`config.mk`:
```
export PLATFORM = sky130hd
export DESIGN_NAME = forth_uart_tx_port_flat
export DESIGN_NICKNAME = d
export VERILOG_FILES = /design/src/rtl/forth_io_pkg.sv /design/src/rtl/forth_uart_tx_port_if.sv /design/src/rtl/forth_sync_fifo.sv /design/src/rtl/forth_uart_tx_port.sv /design/src/flat_wrapper.sv
export SDC_FILE = /design/constraint.sdc
export NUM_CORES = 1
export LEC_CHECK = 0
export CAP_MARGIN = 20
export CORE_ASPECT_RATIO = 1.1
export CORE_MARGIN = 4
export CORE_UTILIZATION = 30
export DETAILED_ROUTE_END_ITERATION = 10
export GPL_TIMING_DRIVEN = 0
export PLACE_DENSITY_LB_ADDON = 0.1
export SLEW_MARGIN = 20
export SYNTH_ARGS = -nofsm -noshare
export SYNTH_HDL_FRONTEND = slang
export SYNTH_HIERARCHICAL = 1
export SYNTH_SLANG_ARGS = --single-unit
```
`constraint.sdc`:
```
create_clock -name clk -period 4.9 [get_ports clk]
set_input_delay 1.225 -clock clk [delete_from_list [all_inputs] [get_ports clk]]
set_output_delay 1.225 -clock clk [all_outputs]
set_load 0.01 [all_outputs]
```
`src/rtl/forth_io_pkg.sv`:
```
// Shared constants for the Forth console UART: register offsets, STATUS bit
// positions and the serialiser state encoding.
package forth_io_pkg;

  localparam logic [1:0] REG_TXDATA = 2'd0;
  localparam logic [1:0] REG_STATUS = 2'd1;
  localparam logic [1:0] REG_DIV    = 2'd2;

  localparam int ST_FULL  = 0;
  localparam int ST_EMPTY = 1;
  localparam int ST_BUSY  = 2;
  localparam int ST_OVF   = 3;

  typedef enum logic [1:0] {
    S_IDLE  = 2'd0,
    S_START = 2'd1,
    S_DATA  = 2'd2,
    S_STOP  = 2'd3
  } tx_state_e;

endpackage

```
`src/rtl/forth_uart_tx_port_if.sv`:
```
// CPU data-port bus as seen by a memory-mapped peripheral: the core is the
// master, the peripheral answers with registered read data.
interface forth_uart_tx_port_if #(
  parameter int WIDTH       = 16,
  parameter int DADDR_WIDTH = 8
);
  logic [DADDR_WIDTH-1:0] daddr;
  logic [WIDTH-1:0]       ddata_write;
  logic                   dwrite;
  logic [WIDTH-1:0]       ddata_read;

  modport master (output daddr, ddata_write, dwrite, input ddata_read);
  modport slave  (input daddr, ddata_write, dwrite, output ddata_read);
endinterface

```
`src/rtl/forth_sync_fifo.sv`:
```
// Single-clock FIFO with extra-MSB pointers; a push while full is accepted
// only when a pop frees the slot in the same cycle.
module forth_sync_fifo #(
  parameter int WIDTH = 8,
  parameter int DEPTH = 8
) (
  input  logic             clk,
  input  logic             reset,
  input  logic             push,
  input  logic             pop,
  input  logic [WIDTH-1:0] din,
  output logic [WIDTH-1:0] dout,
  output logic             full,
  output logic             empty
);
  localparam int AW = $clog2(DEPTH);

  logic [AW:0]      wr_ptr_q, wr_ptr_d;
  logic [AW:0]      rd_ptr_q, rd_ptr_d;
  logic [WIDTH-1:0] mem_q [DEPTH];
  logic             push_ok, pop_ok;

  assign empty   = (wr_ptr_q == rd_ptr_q);
  assign full    = (wr_ptr_q[AW] != rd_ptr_q[AW]) && (wr_ptr_q[AW-1:0] == rd_ptr_q[AW-1:0]);
  assign push_ok = push && (!full || pop);
  assign pop_ok  = pop && !empty;
  assign dout    = mem_q[rd_ptr_q[AW-1:0]];

  always_comb begin
    wr_ptr_d = wr_ptr_q + {{AW{1'b0}}, push_ok};
    rd_ptr_d = rd_ptr_q + {{AW{1'b0}}, pop_ok};
  end

  // NOTE: sequential state uses non-blocking (<=) so every flop samples pre-edge values.
  always_ff @(posedge clk or posedge reset) begin
    if (reset) begin
      wr_ptr_q <= '0;
      rd_ptr_q <= '0;
    end else begin
      wr_ptr_q <= wr_ptr_d;
      rd_ptr_q <= rd_ptr_d;
    end
  end

  // NOTE: storage is not reset; the pointers alone define which entries are valid.
  always_ff @(posedge clk) begin
    if (push_ok) mem_q[wr_ptr_q[AW-1:0]] <= din;
  end

endmodule

```
`src/rtl/forth_uart_tx_port.sv`:
```
// Memory-mapped console port: TXDATA/STATUS/DIV register window on the CPU
// data bus, a TX FIFO, and an 8N1 serialiser driving a registered tx pin.
module forth_uart_tx_port
  import forth_io_pkg::*;
#(
  parameter int                     WIDTH       = 16,
  parameter int                     DADDR_WIDTH = 8,
  parameter logic [DADDR_WIDTH-1:0] BASE_ADDR   = DADDR_WIDTH'(8'hF0),
  parameter int                     FIFO_DEPTH  = 8,
  parameter logic [WIDTH-1:0]       DIV_RESET   = WIDTH'(16'd104)
) (
  input  logic                 clk,
  input  logic                 reset,
  forth_uart_tx_port_if.slave  bus,
  output logic                 tx,
  output logic                 tx_empty
);

  logic             hit, wr_hit;
  logic [1:0]       offset;
  logic             fifo_push, fifo_pop, fifo_full, fifo_empty;
  logic [7:0]       fifo_dout;
  logic [WIDTH-1:0] status_word, reload;
  logic             baud_done;

  logic [WIDTH-1:0] rdata_q, rdata_d;
  logic [WIDTH-1:0] div_q, div_d;
  logic             ovf_q, ovf_d;
  tx_state_e        state_q, state_d;
  logic [7:0]       shift_q, shift_d;
  logic [2:0]       bitcnt_q, bitcnt_d;
  logic [WIDTH-1:0] baudcnt_q, baudcnt_d;
  logic             tx_q, tx_d;

  assign hit       = (bus.daddr[DADDR_WIDTH-1:2] == BASE_ADDR[DADDR_WIDTH-1:2]);
  assign offset    = bus.daddr[1:0];
  assign wr_hit    = bus.dwrite && hit;
  // A zero divisor behaves as one clock per bit.
  assign reload    = (div_q == '0) ? '0 : div_q - WIDTH'(1);
  assign baud_done = (baudcnt_q == '0);

  forth_sync_fifo #(.WIDTH(8), .DEPTH(FIFO_DEPTH)) u_fifo (
    .clk   (clk),
    .reset (reset),
    .push  (fifo_push),
    .pop   (fifo_pop),
    .din   (bus.ddata_write[7:0]),
    .dout  (fifo_dout),
    .full  (fifo_full),
    .empty (fifo_empty)
  );

  always_comb begin
    status_word          = '0;
    status_word[ST_FULL]  = fifo_full;
    status_word[ST_EMPTY] = fifo_empty;
    status_word[ST_BUSY]  = (state_q != S_IDLE);
    status_word[ST_OVF]   = ovf_q;
  end

  // NOTE: every signal assigned in always_comb gets a default first, so no latch is inferred.
  always_comb begin
    fifo_push = 1'b0;
    ovf_d     = ovf_q;
    div_d     = div_q;
    rdata_d   = '0;
    if (wr_hit) begin
      unique case (offset)
        REG_TXDATA: if (!fifo_full || fifo_pop) fifo_push = 1'b1;
                    else                        ovf_d     = 1'b1;
        REG_STATUS: if (bus.ddata_write[ST_OVF]) ovf_d = 1'b0;
        REG_DIV:    div_d = bus.ddata_write;
        default:    ;
      endcase
    end
    if (hit) begin
      unique case (offset)
        REG_STATUS: rdata_d = status_word;
        REG_DIV:    rdata_d = div_q;
        default:    rdata_d = '0;
      endcase
    end
  end

  always_comb begin
    state_d   = state_q;
    shift_d   = shift_q;
    bitcnt_d  = bitcnt_q;
    baudcnt_d = baudcnt_q;
    fifo_pop  = 1'b0;
    unique case (state_q)
      S_IDLE: if (!fifo_empty) begin
        fifo_pop  = 1'b1;
        shift_d   = fifo_dout;
        baudcnt_d = reload;
        state_d   = S_START;
      end
      S_START: if (baud_done) begin
        baudcnt_d = reload;
        bitcnt_d  = '0;
        state_d   = S_DATA;
      end else baudcnt_d = baudcnt_q - WIDTH'(1);
      S_DATA: if (baud_done) begin
        shift_d   = {1'b0, shift_q[7:1]};
        baudcnt_d = reload;
        if (bitcnt_q == 3'd7) state_d  = S_STOP;
        else                  bitcnt_d = bitcnt_q + 3'd1;
      end else baudcnt_d = baudcnt_q - WIDTH'(1);
      S_STOP: if (baud_done) begin
        // Chain straight into the next start bit when more data is queued.
        if (!fifo_empty) begin
          fifo_pop  = 1'b1;
          shift_d   = fifo_dout;
          baudcnt_d = reload;
          state_d   = S_START;
        end else state_d = S_IDLE;
      end else baudcnt_d = baudcnt_q - WIDTH'(1);
      default: state_d = S_IDLE;
    endcase
    tx_d = 1'b1;
    unique case (state_d)
      S_START: tx_d = 1'b0;
      S_DATA:  tx_d = shift_d[0];
      default: tx_d = 1'b1;
    endcase
  end

  always_ff @(posedge clk or posedge reset) begin
    if (reset) begin
      rdata_q <= '0;
      div_q   <= DIV_RESET;
      ovf_q   <= 1'b0;
    end else begin
      rdata_q <= rdata_d;
      div_q   <= div_d;
      ovf_q   <= ovf_d;
    end
  end

  always_ff @(posedge clk or posedge reset) begin
    if (reset) begin
      state_q   <= S_IDLE;
      shift_q   <= '0;
      bitcnt_q  <= '0;
      baudcnt_q <= '0;
      tx_q      <= 1'b1;
    end else begin
      state_q   <= state_d;
      shift_q   <= shift_d;
      bitcnt_q  <= bitcnt_d;
      baudcnt_q <= baudcnt_d;
      tx_q      <= tx_d;
    end
  end

  assign bus.ddata_read = rdata_q;
  assign tx             = tx_q;
  assign tx_empty       = fifo_empty && (state_q == S_IDLE);

endmodule

```
`src/flat_wrapper.sv`:
```
// flat-port wrapper written by rule: the top's interface ports become plain ports
module forth_uart_tx_port_flat import forth_io_pkg::*;
#(
  parameter int                     WIDTH       = 16,
  parameter int                     DADDR_WIDTH = 8,
  parameter logic [DADDR_WIDTH-1:0] BASE_ADDR   = DADDR_WIDTH'(8'hF0),
  parameter int                     FIFO_DEPTH  = 8,
  parameter logic [WIDTH-1:0]       DIV_RESET   = WIDTH'(16'd104)
)
  (clk, reset, tx, tx_empty, bus_daddr, bus_ddata_write, bus_dwrite, bus_ddata_read);
  forth_uart_tx_port_if #(.WIDTH(WIDTH), .DADDR_WIDTH(DADDR_WIDTH)) bus_i ();
  input  logic clk;
  input  logic reset;
  output logic tx;
  output logic tx_empty;
  input wire logic [$bits(bus_i.daddr)-1:0] bus_daddr;
  input wire logic [$bits(bus_i.ddata_write)-1:0] bus_ddata_write;
  input wire logic [$bits(bus_i.dwrite)-1:0] bus_dwrite;
  output wire logic [$bits(bus_i.ddata_read)-1:0] bus_ddata_read;
  assign bus_i.daddr = bus_daddr;
  assign bus_i.ddata_write = bus_ddata_write;
  assign bus_i.dwrite = bus_dwrite;
  assign bus_ddata_read = bus_i.ddata_read;
  forth_uart_tx_port #(.WIDTH(WIDTH), .DADDR_WIDTH(DADDR_WIDTH), .BASE_ADDR(BASE_ADDR), .FIFO_DEPTH(FIFO_DEPTH), .DIV_RESET(DIV_RESET)) u_core (.clk(clk), .reset(reset), .bus(bus_i), .tx(tx), .tx_empty(tx_empty));
endmodule
```
==> results.txt, run 1 <==
----------------------------------------------------
[Outcome]
  Status ... finished, final reports clean

[Logic synthesis]
  Synthesized netlist cell count ... 580
  Top post-synthesis cells by area ... sky130_fd_sc_hd__edfxtp_1 (27%), sky130_fd_sc_hd__dfrtp_1 (24%), sky130_fd_sc_hd__mux4_2 (3.5%), sky130_fd_sc_hd__ha_1 (3.2%), sky130_fd_sc_hd__mux2_2 (3.0%)
  Cell Area, Synth ... 0.007089 sq mm
  Area fraction of the dominant cell type after synthesis ... 27.11%
  Post-synthesis cell type with the largest combined area ... sky130_fd_sc_hd__edfxtp_1
  Commonest cells in the synthesized netlist ... sky130_fd_sc_hd__dfrtp_1 (67), sky130_fd_sc_hd__edfxtp_1 (64), sky130_fd_sc_hd__nand2_1 (32), sky130_fd_sc_hd__a21oi_1 (27), sky130_fd_sc_hd__nor2_1 (25)
  Share of synthesized flip-flops with an asynchronous set or reset ... 52.59%
  Count of warnings emitted by yosys ... 6
  Unique cell type count in the Yosys netlist ... 82
  Post-Syn Nets ... 625
  Synthesized flop and latch total ... 135
  Number of flops mapped to enable cells by yosys ... 64
  Post-synth top flop ... sky130_fd_sc_hd__dfrtp_1
  Mean area per synthesized cell ... 12.22 sq um
  Most frequent cell after synthesis ... sky130_fd_sc_hd__dfrtp_1
  Share of the yosys chip area belonging to registers ... 52.24%

[Clocking]
  Setup Buffers After CTS ... 0
  Buffers from clock root to sink, at most ... 2
  Clock net sink count ... 135
  Worst skew pair latency ... 420 ps
  Cts bufs inserted ... 17
  Clock tree from TritonCTS ... yes
  H-tree lvl count ... 4
  PostCTS Resize Cnt ... 0
  Cell at the root of the clock tree ... sky130_fd_sc_hd__clkbuf_16
  Clk slew on worst S/H paths ... 70 ps
  Number of hold-repair buffers added at the cts stage ... 0

[Detailed routing]
  Initial DRC count ... 523
  Final ANT Viol Nets ... 0
  DRC violation count after routing ... 0
  Routed len/inst ... 20.39 microns
  DR vias ... 5118
  DR vias/cell ... 5.337
  Detailed Route WL ... 19.56 mm
  Count of TritonRoute iterations in the first routing pass ... 5

[Floorplanning]
  Initial Util ... 30.72%
  Overall die width ... 154.6 microns
  Total I/O pin count ... 45
  DIE HEIGHT ... 169.2 microns
  Number of rows in the core area ... 58
  Placeable core region ... 0.02308 sq mm
  Die footprint ... 0.02616 sq mm

[Power and ir drop]
  Sw Share ... 38.51%
  Leakage power of the design ... 0.003345 uW
  P_int ... 2589 uW
  Worst voltage drop across the vdd grid ... 260.3 uV
  Clock share of power ... 30.9%
  Post-layout power ... 4211 uW
  PD cells ... 489.7 mW/mm^2
  Share of power burned in combinational logic ... 35.3%
  Sequential share of power ... 33.7%
  Sw power ... 1622 uW

[STA]
  Final hold violation count ... 0
  Setup Viol. Count Final ... 0
  Ratio of final minimum period to clock period ... 87.21%
  Shortest clock period the worst path allows after layout ... 4273 ps
  Setup repair after global routing missed its margin ... no
  Worst Hold Margin ... 491.1 ps
  Actual transition at the worst max-transition pin ... 1102 ps
  Fmax ... 234.0 MHz
  Setup TNS ... 0 ps
  Final Slew Violations ... 0
  Headroom to the max-slew limit ... 26.51%
  Final worst clock skew ... 15.80 ps

[Cells and area]
  Area added between synthesis and finish ... 21.30%
  Final layout net count ... 691
  Fraction of final layout cells sized beyond drive strength 1 ... 17.15%
  Antenna diode instance count ... 0
  Fillers ... 2258
  Register cell area after layout ... 0.003704 sq mm
  Multi-input gate area ... 0.003167 sq mm

[Setup path]
  Worst Path Max Fanout ... 10
  Worst endpoint data arrival time ... 4310 ps
  CP endpoint kind ... flop
  Critical path class ... flop to flop
  Critical Path Source Type ... flop
  Worst path required time ... 4940 ps

[Global routing]
  Global-route track usage on met2 ... 24.68%
  Met1 track demand over resource in global routing ... 21.01%
  Overflow after GRT ... 0
  Wire length of the first global-routing pass ... 30.92 mm
  GRT Resource Usage Total ... 15.24%
  Met3 track demand over resource ... 2.907%
  Vias in the first global route ... 5234
  Initial antenna violation count ... 0
  Busiest grt layer ... met2
  Pin count of the biggest net entering global routing ... 37

[Placed design]
  Routability Congestion ... 0.8464
  Detailed Place HPWL ... 13.93 mm
  Port-buffer cells ... 44

[Min path]
  Path class of the lowest-slack min-delay path ... flop to flop

[Run]
  Max capacitance violation total ... 0

----------------------------------------------------
-- cell families (layout without fill, tap and decap cells) --
family                     after synthesis  in the layout  synth area share (%)
AOI/OAI and AO/OA                      134            134                 13.66
xor gates and xnor gates                22             22                 2.824
adders and majority gates               18             18                 3.177
buffers and inverters                   51            130                 3.512
DFF                                    135            135                 52.24
muxes                                   51             51                 11.12
and+or+nand+nor                        169            169                 13.47
-- area by class of cell --
cell class / count / share of cell area [%]
sequential: 135 / 43.07
multi-input combinational: 394 / 36.83
timing repair buffer: 47 / 5.529
clock buffer: 17 / 4.947
tap: 300 / 4.365
clock inverter: 15 / 2.342
buffer: 32 / 2.066
inverter: 19 / 0.8584
-- through the flow --
stage / std cells / cell area [sq um] / util (%) / worst slack (ps)
after global routing: 959 / 8600 / 37.26 / 386.7
after floorplan: 580 / 7089 / - / 1485
after CTS: 958 / 8574 / 37.16 / 435.5
after detailed placement: 926 / 7948 / 34.44 / -7.050
after global placement: 924 / 7905 / 34.26 / -24.18
final: 959 / 8600 / 37.26 / 626.7
-- placed cells by master, fill, tap and decap left out, types with 10 or more instances in the layout --
cell type / Yosys / routed
sky130_fd_sc_hd__xor2_1: 11 / 11
sky130_fd_sc_hd__clkbuf_1: 16 / 16
sky130_fd_sc_hd__a21oi_1: 27 / 24
sky130_fd_sc_hd__edfxtp_1: 64 / 64
sky130_fd_sc_hd__ha_1: 18 / 18
sky130_fd_sc_hd__nor4_1: 12 / 12
sky130_fd_sc_hd__dfrtp_1: 67 / 67
sky130_fd_sc_hd__o21ai_0: 16 / 16
sky130_fd_sc_hd__nand3_1: 12 / 12
sky130_fd_sc_hd__clkdlybuf4s50_1: 0 / 44
sky130_fd_sc_hd__clkbuf_16: 0 / 17
sky130_fd_sc_hd__xnor2_1: 10 / 10
sky130_fd_sc_hd__nor2_1: 25 / 25
sky130_fd_sc_hd__nor3_1: 23 / 23
sky130_fd_sc_hd__mux2_2: 19 / 19
sky130_fd_sc_hd__and2_1: 15 / 15
sky130_fd_sc_hd__inv_1: 18 / 17
sky130_fd_sc_hd__mux4_2: 11 / 11
sky130_fd_sc_hd__nand2_1: 32 / 32
sky130_fd_sc_hd__a2bb2oi_1: 10 / 10
-- critical path: stages (launching register included) --
cell	delay, ps
sky130_fd_sc_hd__dfrtp_1	350
sky130_fd_sc_hd__buf_2	220
sky130_fd_sc_hd__xor2_1	310
sky130_fd_sc_hd__nor3_1	130
sky130_fd_sc_hd__and2_1	230
sky130_fd_sc_hd__clkbuf_1	290
sky130_fd_sc_hd__clkbuf_1	350
sky130_fd_sc_hd__nor3_1	450
sky130_fd_sc_hd__o211a_1	300
sky130_fd_sc_hd__nor2b_1	290
sky130_fd_sc_hd__nand3_1	120
sky130_fd_sc_hd__a21oi_1	850
-- sequential cells by signal (all words and copies together), names as in the netlist --
signal,count
u_core/u_fifo/rd_ptr_q,4
u_core/ovf_q,1
u_core/u_fifo/wr_ptr_q,4
u_core/bus.ddata_read,16
u_core/u_fifo/mem_q,64
u_core/tx,1
u_core/baudcnt_q,16
u_core/state_q,2
u_core/shift_q,8
u_core/bitcnt_q,3
u_core/div_q,16
-- power groups by stage --
| stage | registers, uW | clock network [uW] | logic, uW |
|---|---|---|---|
| final | 1420 | 1300 | 1490 |
| after global routing | 1440 | 1390 | 1630 |
| after CTS | 1420 | 1340 | 1480 |
| after detailed placement | 1440 | 0 | 1470 |
| after global placement | 1440 | 0 | 1460 |
| after floorplan | 1410 | 0 | 1070 |
-- per-layer routing --
layer	up-vias	wire, microns
li1	2383	-
met1	2596	9136
met2	122	9570
met3	17	635
met4	0	212
met5	-	0
-- path summary, 6_finish.rpt --
path / slack [ps] / from / endpoint / cells after the start
min reg2reg: 490 / u_core/u_fifo/rd_ptr_q[3]$_DFF_PP0_ / u_core/u_fifo/rd_ptr_q[3]$_DFF_PP0_ / 1
max reg2reg: 630 / u_core/u_fifo/wr_ptr_q[1]$_DFF_PP0_ / u_core/u_fifo/mem_q[6][3]$_DFFE_PP_ / 11
min in group asynchronous: 1160 / reset / u_core/u_fifo/rd_ptr_q[3]$_DFF_PP0_ / 2
min: 490 / u_core/u_fifo/rd_ptr_q[3]$_DFF_PP0_ / u_core/u_fifo/rd_ptr_q[3]$_DFF_PP0_ / 1
max in group asynchronous: 3090 / reset / u_core/div_q[3]$_DFFE_PP1P_ / 3
max: 630 / u_core/u_fifo/wr_ptr_q[1]$_DFF_PP0_ / u_core/u_fifo/mem_q[6][3]$_DFFE_PP_ / 11
Note: power is estimated with default switching activity, not from simulation.
==> run 2, diff against run 1 <==
--- a/config.mk
+++ b/config.mk
@@ -6,7 +6,7 @@
 export NUM_CORES = 1
 export LEC_CHECK = 0
 export CAP_MARGIN = 20
-export CORE_ASPECT_RATIO = 1.1
+export CORE_ASPECT_RATIO = 0.8
 export CORE_MARGIN = 4
 export CORE_UTILIZATION = 30
 export DETAILED_ROUTE_END_ITERATION = 10
==> run 2 against run 1 <==
  * Routed wire length grew 1.5%
  * Sequential power is essentially flat
  * Sequential share of layout area is essentially flat
  * Register-to-register slack gained 150 ps
  * Largest cell class unchanged
  * Non-clock buffer count shrank 2
  * Critical path type unchanged
  * Design area is essentially flat
  * Clock-buffer cell count is the same
==> results.txt, run 2 (synthesis gave the netlist of run 1 again) <==
----------------------------------------------------
[Outcome]
  Status ... finished, final reports clean (unchanged)

[STA]
  Final Slew Violations ... 0 (unchanged)
  Setup Viol. Count Final ... 0 (unchanged)
  Final worst clock skew ... 16.81 ps (was 15.80 ps)
  Setup TNS ... 0 ps (unchanged)
  Actual transition at the worst max-transition pin ... 1131 ps (was 1102 ps)
  Setup repair after global routing missed its margin ... no (unchanged)
  Final hold violation count ... 0 (unchanged)
  Shortest clock period the worst path allows after layout ... 4126 ps (was 4273 ps)
  Ratio of final minimum period to clock period ... 84.21% (was 87.21%)
  Headroom to the max-slew limit ... 24.63% (was 26.51%)
  Fmax ... 242.4 MHz (was 234.0 MHz)

[Floorplanning]
  Overall die width ... 179.9 microns (was 154.6 microns)
  Initial Util ... 30.38% (was 30.72%)
  Total I/O pin count ... 45 (unchanged)
  Number of rows in the core area ... 50 (was 58)
  DIE HEIGHT ... 145.5 microns (was 169.2 microns)
  Die footprint ... 0.02617 sq mm (was 0.02616 sq mm)
  Placeable core region ... 0.02333 sq mm (was 0.02308 sq mm)

[Global routing]
  GRT Resource Usage Total ... 15.23% (was 15.24%)
  Vias in the first global route ... 5137 (was 5234)
  Initial antenna violation count ... 0 (unchanged)
  Wire length of the first global-routing pass ... 31.04 mm (was 30.92 mm)
  Pin count of the biggest net entering global routing ... 52 (was 37)
  Overflow after GRT ... 0 (unchanged)

[Clocking]
  Clock net sink count ... 135 (unchanged)
  Setup Buffers After CTS ... 0 (unchanged)
  Cell at the root of the clock tree ... sky130_fd_sc_hd__clkbuf_16 (unchanged)
  Buffers from clock root to sink, at most ... 2 (unchanged)
  Clock tree from TritonCTS ... yes (unchanged)
  Cts bufs inserted ... 17 (unchanged)
  H-tree lvl count ... 4 (unchanged)
  Clk slew on worst S/H paths ... 70 ps (about the same)
  PostCTS Resize Cnt ... 0 (unchanged)
  Number of hold-repair buffers added at the cts stage ... 0 (unchanged)
  Worst skew pair latency ... 430 ps (was 420 ps)

[Detailed routing]
  DRC violation count after routing ... 0 (unchanged)
  Routed len/inst ... 20.48 microns (was 20.39 microns)
  Initial DRC count ... 335 (was 523)
  Count of TritonRoute iterations in the first routing pass ... 5 (unchanged)
  DR vias ... 5187 (was 5118)
  DR vias/cell ... 5.353 (was 5.337)
  Detailed Route WL ... 19.85 mm (was 19.56 mm)
  Final ANT Viol Nets ... 0 (unchanged)

[Setup path]
  Maximum cell stage delay along the critical path ... 1000 ps (was 850 ps)
  Worst endpoint data arrival time ... 4160 ps (was 4310 ps)
  Critical path class ... flop to flop (unchanged)
  Crit-path cells ... buf_2 -> xor2_1 -> nor3_1 -> and2_1 -> clkbuf_1 -> clkbuf_1 -> nor3_1 -> clkinv_1 -> a21oi_1 (was buf_2 -> xor2_1 -> nor3_1 -> and2_1 -> clkbuf_1 -> clkbuf_1 -> nor3_1 -> o211a_1 -> nor2b_1 -> nand3_1 -> a21oi_1)
  Worst path required time ... 4930 ps (was 4940 ps)
  Critical path's slowest cell ... sky130_fd_sc_hd__a21oi_1 (unchanged)
  CP endpoint kind ... flop (unchanged)
  Critical Path Source Type ... flop (unchanged)
  Buffer and inverter count on the worst path ... 4 (was 3)
  Worst Path Max Fanout ... 10 (unchanged)
  Kind of cell adding the most delay to the critical path ... buffers and inverters (was simple AND/OR/NAND/NOR gates)

[Run]
  Max capacitance violation total ... 0 (unchanged)

[Power and ir drop]
  Worst voltage drop across the vdd grid ... 260.7 uV (was 260.3 uV)
  PD cells ... 490.9 mW/mm^2 (was 489.7 mW/mm^2)
  Leakage power of the design ... 0.003328 uW (was 0.003345 uW)
  Post-layout power ... 4225 uW (was 4211 uW)

[Cells and area]
  Most used cells in the layout excluding fill and tap cells ... sky130_fd_sc_hd__dfrtp_1 (67), sky130_fd_sc_hd__edfxtp_1 (64), sky130_fd_sc_hd__clkdlybuf4s50_1 (44), sky130_fd_sc_hd__nand2_1 (32), sky130_fd_sc_hd__nor2_1 (25) (unchanged)
  Final layout net count ... 689 (was 691)
  Fillers ... 2255 (was 2258)
  Final instance area ... 0.008606 sq mm (was 0.008600 sq mm)
  Antenna diode instance count ... 0 (unchanged)
  Area added between synthesis and finish ... 21.39% (was 21.30%)
  Commonest non-fill, non-tap cell in the layout ... sky130_fd_sc_hd__dfrtp_1 (unchanged)
  Fraction of final layout cells sized beyond drive strength 1 ... 17.35% (was 17.15%)
  Flip-flop count of the largest register, all copies and words added ... 64 (unchanged)

[Placed design]
  Port-buffer cells ... 44 (unchanged)
  Area after DPL ... 0.007973 sq mm (was 0.007948 sq mm)
  Detailed Place HPWL ... 14.10 mm (was 13.93 mm)
  Routability Congestion ... 0.8613 (was 0.8464)

[Min path]
  Path class of the lowest-slack min-delay path ... flop to flop (unchanged)

----------------------------------------------------
## run 2: cell count changes in the layout (fill, tap and decap cells not counted), sizes merged
cell	before	now
inv	23	24
buf	19	17
clkinvlp	0	2
clkinv	11	8
## run 2: through the flow
step	instances	utilization (%)	hold slack (ps)	worst slack (ps)
3_5_place_dp	937	34.17	487.1	371.4
6_report	969	36.88	497.9	773.9
2_1_floorplan	580	-	465.3	1485
5_1_grt	969	36.88	512.4	522.0
4_1_cts	969	36.79	500.5	641.4
3_3_place_gp	936	33.94	484.2	-48.65
## run 2: per-layer routing
metal  global-route usage, %  part of all wire, %  vias up
met5                       0                    0        -
met4                   4.608                  1.4        0
met3                   3.273                  5.4       17
met2                   21.76                   44      147
met1                   23.07                   49     2639
li1                        -                    -     2384
## run 2: layout make-up
cell class,instances,area [sq um],share of cell area [%]
buffer,32,177.7,2.065
clock buffer,17,425.4,4.943
clock inverter,15,186.4,2.166
inverter,19,73.82,0.8578
multi-input combinational,394,3181,36.96
sequential,135,3704,43.04
tap,312,390.4,4.536
timing repair buffer,45,467.9,5.438
## run 2: final timing paths
path | slack, ps | endpoint | start | cells past startpoint
worst max-delay path | 770 | u_core/u_fifo/mem_q[5][1]$_DFFE_PP_ | u_core/u_fifo/wr_ptr_q[1]$_DFF_PP0_ | 9
worst min-delay path | 500 | u_core/u_fifo/wr_ptr_q[3]$_DFF_PP0_ | u_core/u_fifo/wr_ptr_q[3]$_DFF_PP0_ | 1
worst max register to register | 770 | u_core/u_fifo/mem_q[5][1]$_DFFE_PP_ | u_core/u_fifo/wr_ptr_q[1]$_DFF_PP0_ | 9
worst min register to register | 500 | u_core/u_fifo/wr_ptr_q[3]$_DFF_PP0_ | u_core/u_fifo/wr_ptr_q[3]$_DFF_PP0_ | 1
max in group asynchronous | 3220 | u_core/tx$_DFF_PP1_ | reset | 3
min in group asynchronous | 1090 | u_core/div_q[8]$_DFFE_PP0P_ | reset | 2
## run 2: report_power, final
group	internal [uW]	total (uW)	switching, uW
Combinational	596	1510	914
Clock	692	1290	599
Sequential	1300	1420	126
